===== src/rtl/riscv_id_ex_stage_pkg.sv =====
// Shared definitions for the RV32I decode/issue stage: ALU opcode codes,
// major-opcode and funct7 constants, and the issue entry carried by the skid buffer.
package riscv_id_ex_stage_pkg;

    localparam logic [3:0] ALU_ADD          = 4'd0;
    localparam logic [3:0] ALU_SUB          = 4'd1;
    localparam logic [3:0] ALU_AND          = 4'd2;
    localparam logic [3:0] ALU_OR           = 4'd3;
    localparam logic [3:0] ALU_XOR          = 4'd4;
    localparam logic [3:0] ALU_SHIFTL       = 4'd5;
    localparam logic [3:0] ALU_SHIFTR       = 4'd6;
    localparam logic [3:0] ALU_SHIFTR_ARITH = 4'd7;

    localparam logic [6:0] OPC_OP     = 7'b0110011;
    localparam logic [6:0] OPC_OP_IMM = 7'b0010011;
    localparam logic [6:0] OPC_LUI    = 7'b0110111;
    localparam logic [6:0] OPC_AUIPC  = 7'b0010111;

    localparam logic [6:0] F7_BASE = 7'b0000000;
    localparam logic [6:0] F7_ALT  = 7'b0100000;

    typedef struct packed {
        logic [3:0]  op;
        logic [31:0] a;
        logic [31:0] b;
        logic [4:0]  rd;
        logic        rd_we;
        logic        illegal;
    } issue_t;

    localparam issue_t ISSUE_RESET = '{op: ALU_ADD, a: 32'd0, b: 32'd0, rd: 5'd0,
                                       rd_we: 1'b0, illegal: 1'b0};

endpackage


===== src/rtl/riscv_alu_decode.sv =====
// Combinational RV32I decoder for OP, OP-IMM, LUI and AUIPC into ALU opcode,
// operands and writeback control; anything else is flagged illegal with zeroed operands.
module riscv_alu_decode
    import riscv_id_ex_stage_pkg::*;
(
    input  logic [31:0] instr,
    input  logic [31:0] pc,
    input  logic [31:0] rs1_data,
    input  logic [31:0] rs2_data,
    output logic [3:0]  op,
    output logic [31:0] a,
    output logic [31:0] b,
    output logic [4:0]  rd,
    output logic        rd_we,
    output logic        illegal
);

    logic [6:0]  opcode;
    logic [2:0]  f3;
    logic [6:0]  f7;
    logic [31:0] imm_i;
    logic [31:0] imm_u;
    logic [31:0] shamt;
    logic        legal;
    logic [3:0]  op_sel;
    logic [31:0] a_sel;
    logic [31:0] b_sel;
    logic        unused_rs1_idx;

    assign opcode = instr[6:0];
    assign f3     = instr[14:12];
    assign f7     = instr[31:25];
    assign imm_i  = {{20{instr[31]}}, instr[31:20]};
    assign imm_u  = {instr[31:12], 12'b0};
    assign shamt  = {27'b0, instr[24:20]};
    // Register indices were already used by the register file read upstream.
    assign unused_rs1_idx = ^instr[19:15];

    always_comb begin
        legal  = 1'b0;
        op_sel = ALU_ADD;
        a_sel  = rs1_data;
        b_sel  = rs2_data;
        unique case (opcode)
            OPC_OP: begin
                case (f3)
                    3'b000: begin
                        legal  = (f7 == F7_BASE) || (f7 == F7_ALT);
                        op_sel = (f7 == F7_ALT) ? ALU_SUB : ALU_ADD;
                    end
                    3'b100: begin legal = (f7 == F7_BASE); op_sel = ALU_XOR; end
                    3'b110: begin legal = (f7 == F7_BASE); op_sel = ALU_OR; end
                    3'b111: begin legal = (f7 == F7_BASE); op_sel = ALU_AND; end
                    3'b001: begin legal = (f7 == F7_BASE); op_sel = ALU_SHIFTL; end
                    3'b101: begin
                        legal  = (f7 == F7_BASE) || (f7 == F7_ALT);
                        op_sel = (f7 == F7_ALT) ? ALU_SHIFTR_ARITH : ALU_SHIFTR;
                    end
                    default: legal = 1'b0;
                endcase
            end
            OPC_OP_IMM: begin
                b_sel = imm_i;
                case (f3)
                    3'b000: begin legal = 1'b1; op_sel = ALU_ADD; end
                    3'b100: begin legal = 1'b1; op_sel = ALU_XOR; end
                    3'b110: begin legal = 1'b1; op_sel = ALU_OR; end
                    3'b111: begin legal = 1'b1; op_sel = ALU_AND; end
                    3'b001: begin
                        legal  = (f7 == F7_BASE);
                        op_sel = ALU_SHIFTL;
                        b_sel  = shamt;
                    end
                    3'b101: begin
                        legal  = (f7 == F7_BASE) || (f7 == F7_ALT);
                        op_sel = (f7 == F7_ALT) ? ALU_SHIFTR_ARITH : ALU_SHIFTR;
                        b_sel  = shamt;
                    end
                    default: legal = 1'b0;
                endcase
            end
            OPC_LUI: begin
                legal = 1'b1;
                a_sel = 32'd0;
                b_sel = imm_u;
            end
            OPC_AUIPC: begin
                legal = 1'b1;
                a_sel = pc;
                b_sel = imm_u;
            end
            default: legal = 1'b0;
        endcase
    end

    assign op      = legal ? op_sel : ALU_ADD;
    assign a       = legal ? a_sel : 32'd0;
    assign b       = legal ? b_sel : 32'd0;
    assign rd      = instr[11:7];
    assign rd_we   = legal && (instr[11:7] != 5'd0);
    assign illegal = ~legal;

endmodule


===== src/rtl/riscv_id_ex_stage.sv =====
// Decode/issue stage in front of riscv_alu: decoded entries pass through a
// 2-entry skid buffer so out_ready never reaches in_ready combinationally.
module riscv_id_ex_stage
    import riscv_id_ex_stage_pkg::*;
#(
    parameter int XLEN = 32
)
(
    input  logic            clk,
    input  logic            rst_n,
    input  logic            flush,
    input  logic            in_valid,
    output logic            in_ready,
    input  logic [XLEN-1:0] in_instr,
    input  logic [XLEN-1:0] in_pc,
    input  logic [XLEN-1:0] in_rs1_data,
    input  logic [XLEN-1:0] in_rs2_data,
    output logic            out_valid,
    input  logic            out_ready,
    output logic [3:0]      out_alu_op,
    output logic [XLEN-1:0] out_a,
    output logic [XLEN-1:0] out_b,
    output logic [4:0]      out_rd,
    output logic            out_rd_we,
    output logic            out_illegal
);

    issue_t dec;
    issue_t main_d, main_q;
    issue_t skid_d, skid_q;
    logic   main_valid_d, main_valid_q;
    logic   skid_valid_d, skid_valid_q;
    logic   in_ready_d, in_ready_q;
    logic   accept;

    riscv_alu_decode u_decode (
        .instr    (in_instr),
        .pc       (in_pc),
        .rs1_data (in_rs1_data),
        .rs2_data (in_rs2_data),
        .op       (dec.op),
        .a        (dec.a),
        .b        (dec.b),
        .rd       (dec.rd),
        .rd_we    (dec.rd_we),
        .illegal  (dec.illegal)
    );

    assign accept = in_valid && in_ready_q && !flush;

    always_comb begin
        main_d       = main_q;
        skid_d       = skid_q;
        main_valid_d = main_valid_q;
        skid_valid_d = skid_valid_q;
        if (flush) begin
            main_valid_d = 1'b0;
            skid_valid_d = 1'b0;
        end else if (!main_valid_q || out_ready) begin
            // Main is free this edge: the older skid entry has priority over a new one.
            if (skid_valid_q) begin
                main_d       = skid_q;
                main_valid_d = 1'b1;
                skid_valid_d = 1'b0;
            end else begin
                main_valid_d = accept;
                if (accept) begin
                    main_d = dec;
                end
            end
        end else if (accept) begin
            skid_d       = dec;
            skid_valid_d = 1'b1;
        end
        in_ready_d = !skid_valid_d;
    end

    always_ff @(posedge clk or negedge rst_n) begin
        if (!rst_n) begin
            main_q       <= ISSUE_RESET;
            skid_q       <= ISSUE_RESET;
            main_valid_q <= 1'b0;
            skid_valid_q <= 1'b0;
            in_ready_q   <= 1'b1;
        end else begin
            main_q       <= main_d;
            skid_q       <= skid_d;
            main_valid_q <= main_valid_d;
            skid_valid_q <= skid_valid_d;
            in_ready_q   <= in_ready_d;
        end
    end

    assign in_ready    = in_ready_q;
    assign out_valid   = main_valid_q;
    assign out_alu_op  = main_q.op;
    assign out_a       = main_q.a;
    assign out_b       = main_q.b;
    assign out_rd      = main_q.rd;
    assign out_rd_we   = main_q.rd_we;
    assign out_illegal = main_q.illegal;

endmodule

===== config.mk =====
export PLATFORM = sky130hd
export DESIGN_NAME = riscv_id_ex_stage
export DESIGN_NICKNAME = d
export VERILOG_FILES = /design/src/rtl/riscv_id_ex_stage_pkg.sv /design/src/rtl/riscv_alu_decode.sv /design/src/rtl/riscv_id_ex_stage.sv
export SDC_FILE = /design/constraint.sdc
export NUM_CORES = 1
export LEC_CHECK = 0
export CELL_PAD_IN_SITES_DETAIL_PLACEMENT = 0
export CELL_PAD_IN_SITES_GLOBAL_PLACEMENT = 1
export CORE_ASPECT_RATIO = 0.6
export CORE_MARGIN = 2
export CORE_UTILIZATION = 38
export CTS_CLUSTER_SIZE = 10
export DETAILED_ROUTE_END_ITERATION = 8
export PLACE_DENSITY = 0.87
export RECOVER_POWER = 100
export SLEW_MARGIN = 15
export SYNTH_ARGS = -nofsm -noshare
export SYNTH_HDL_FRONTEND = slang
export SYNTH_SLANG_ARGS = --single-unit

===== constraint.sdc =====
create_clock -name clk -period 3.25 [get_ports clk]
set_input_delay 0.65 -clock clk [delete_from_list [all_inputs] [get_ports clk]]
set_output_delay 0.65 -clock clk [all_outputs]
set_load 0.005 [all_outputs]

==> results.md <==
- Outcome: complete, but fails checks
- Failing checks: capacitance limit, slew limit
- Setup bufs post-CTS: 0
- Worst skew pair latency: 0.42 ns
- CP max FO: 54
- DRT Pass-1 Iters: 5
- Synthesis-to-layout area growth: 42.4%
- Final wirelength: 22.5 mm
- Synth cell types: 44
- Routed wire length per instance: ~19 microns
- Pwr/cell area: approximately 490 nW/um^2
- Static leakage: between 4 and 5 nW
- CTS resizes: 0
- Layout cells sized above 1: 0.0714
- Total grt overflow: 0
- Die height: ~110 microns
- Max rail drop VDD: 0.283 mV
- Total area of multi-input combinational cells: 2930 sq um
- Global Route Usage Sum: 0.235
- Critical Path RT: around 3.6 ns
- Final worst-path cycle share: 0.858
- FF-to-FF path depth: 4
- Routability cong.: about 0.87
- Post-DR vias/cell: 5.36
- Setup crit end: out_b[0]$_DFFE_PN0P_
- Top Ports: 210
- Vias after detailed routing: 6391
- Fin Clk Skew: 0.0130 ns
- R2r startpoint: in_ready$_DFF_PN1_
- Die Wd: 179 microns
- Placed cells: ~1200
- Post-route ant nets: 0
- First-pass GRT wire length: about 35 mm
- Hold Buf Count CTS: 0
- Setup TNS: 0 ns
- Top_reg_cell synth: dfrtp_1
- Count of pins over their slew limit: 69
- Setup Crit Path Kind: input pin to flop
- Worst path arrival time: 3.13 ns
- # clock sinks: 151
- Unrepaired setup endpoints after global routing: no
- Site Rows: 38
- Syn_nets: 884
- Filler Cell Count: approximately 1700
- Cells after synthesis: around 750
- Core Area: 18000 sq um
- Sequential area share after synthesis: 0.543
- DP HPWL: 15.4 mm
- Reg area: ~3800 sq um
- Synth Cell Area: roughly 7000 sq um
- Endpoints failing hold: 0
- Post-synth EDFFs: 0
- Yosys warnings: 0
- Fmax: 0.359 GHz
- # H-tree levels: 4
- Initial antenna violation count: 0
- 1st-iter DRT viols: ~510
- Largest net degree at the start of global routing: 70
- Slew at the pin closest to its max-slew limit: 1.77 ns
- Residual DRC: 0
- Worst Setup SP: in_instr[12]
- Final setup viols: 0
- Crit. End Element: flop
- CTS Buf Count: 17
- Initial core utilization: 0.387
- Register bit count reported by yosys: 151
- Worst slew margin: -0.182
- MaxCap Viol Count: 1
- Clk slew on worst S/H paths: 0.07 ns
- Syn Area/Cell: roughly 9.3 sq um
- CTS tree: done
- Period minus WS final: 2.79 ns
- Worst hold path type: flop to flop
- RR Endpoint: skid_q[22]$_DFFE_PN0P_
- Ys async rst share: 1.00
- Flop-to-flop setup slack: just under 0.9 ns
- # diodes: 0
- Nets: 1072
- Clock tree root driver cell: clkbuf_16
- Layout Cells excl Fill: 1192
- Clk buf depth: 2
- I/O Buffers: roughly 210
- Vias in the first global route: 6278
- Type of origin of the critical path: input pin
- Total die area: 19500 sq um
[cells by family after synthesis]
kind of cell	synth area share
AO/OA/AOI/OAI	0.246
buffers and inverters	0.0395
flip-flops	0.543
multiplexers	0.0120
other	0.000538
AND/OR/NAND/NOR	0.159
[metrics by stage]
step           hold WS [ns]  cell area (sq um)  power (mW)  setup WS (ns)   util
3_3_place_gp          0.446               9390        3.02          0.338  0.521
5_1_grt               0.485               9920        5.08          0.316  0.551
2_1_floorplan         0.354               6970        2.43           1.06      -
6_report              0.467               9920        4.86          0.463  0.551
4_1_cts               0.252               9960        4.97          0.748  0.553
3_5_place_dp          0.456               9390        3.03          0.312  0.521
[worst min path at each step]
| stage | slack (ns) | endpoint | cells after the start | from |
|---|---|---|---|---|
| after global placement | 0.45 | skid_q[73]$_DFFE_PN0P_ | 2 | skid_q[73]$_DFFE_PN0P_ |
| after CTS | 0.25 | out_rd[2]$_DFFE_PN0P_ | 1 | rst_n |
| final | 0.47 | skid_q[11]$_DFFE_PN0P_ | 2 | skid_q[11]$_DFFE_PN0P_ |
| after detailed placement | 0.46 | skid_q[11]$_DFFE_PN0P_ | 2 | skid_q[11]$_DFFE_PN0P_ |
| after floorplan | 0.35 | out_a[0]$_DFFE_PN0P_ | 0 | rst_n |
| after global routing | 0.48 | skid_q[11]$_DFFE_PN0P_ | 2 | skid_q[11]$_DFFE_PN0P_ |
[area by class of cell]
| cell class | count | area share |
|---|---|---|
| Sequential cell | 151 | 0.381 |
| Multi-Input combinational cell | 531 | 0.295 |
| Timing Repair Buffer | 235 | 0.235 |
| Clock buffer | 20 | 0.0470 |
| Tap cell | 240 | 0.0303 |
| Clock inverter | 12 | 0.0107 |
| Inverter | 3 | 0.00114 |
[where the power goes]
part | switching, mW | internal (mW) | leakage, nW
clock network | 0.863 | 1.06 | 0.274
logic | 0.366 | 0.447 | 1.96
registers | 0.0884 | 2.04 | 1.96
total | 1.32 | 3.55 | 4.20
[cells in the mapped netlist (2+ instances only)]
library cell	number	area share
a211oi_1	3	0.0032
o31ai_1	21	0.023
buf_2	7	0.0050
a221oi_1	17	0.021
nor4_4	2	0.0061
a22oi_1	31	0.033
nand2_1	111	0.060
mux2_2	3	0.0048
a22o_1	7	0.0088
clkbuf_1	57	0.031
buf_4	2	0.0022
inv_1	2	0.0011
nand2b_1	3	0.0027
nor4_1	2	0.0018
or3_1	3	0.0027
o22ai_1	48	0.043
nor2_1	75	0.040
a32o_1	3	0.0043
a21oi_1	73	0.052
o21ai_0	64	0.046
nand3_1	13	0.0093
nand3b_1	6	0.0065
and3_1	13	0.012
mux2i_1	5	0.0072
dfrtp_1	150	0.54
nor2b_1	8	0.0072
or3b_1	2	0.0025
a31oi_1	2	0.0018
nor3_1	3	0.0022
[worst max-delay path: stages]
cell,delay [ns]
dlygate4sd3_1,0.70
nor2b_1,0.11
o211a_1,0.25
nor4_1,0.55
buf_12,0.33
or3b_1,0.38
a31oi_1,0.16
[state kept, by name (all words and copies together), names as in the netlist]
| signal | flops |
|---|---|
| skid_q | 74 |
| out_a | 32 |
| out_b | 32 |
| out_rd | 5 |
| out_alu_op | 3 |
| in_ready | 1 |
| out_illegal | 1 |
| out_rd_we | 1 |
| out_valid | 1 |
| skid_valid_q | 1 |
[cells in the final DEF, fill, tap and decap left out, drive strengths merged, types with 4 or more instances in the layout]
master and instances:
a21oi 73, a221oi 17, a22o 7, a22oi 31, and3 13, buf 23
clkbuf 25, clkdlybuf4s50 129, clkinv 4, dfrtp 150, dlygate4sd3 78, inv 8
mux2i 5, nand2 111, nand3 13, nand3b 6, nor2 75, nor2b 8
nor3 4, nor4 5, o21ai 64, o22ai 48, o31ai 21
[metal layers]
metal,GRT usage,vias up,part of all wire
met5,0,-,0
li1,-,3104,-
met4,0.0470,0,0.0050
met1,0.361,3060,0.50
met2,0.337,213,0.42
met3,0.0526,14,0.072
No activity file was read; power rests on OpenSTA's default activity.
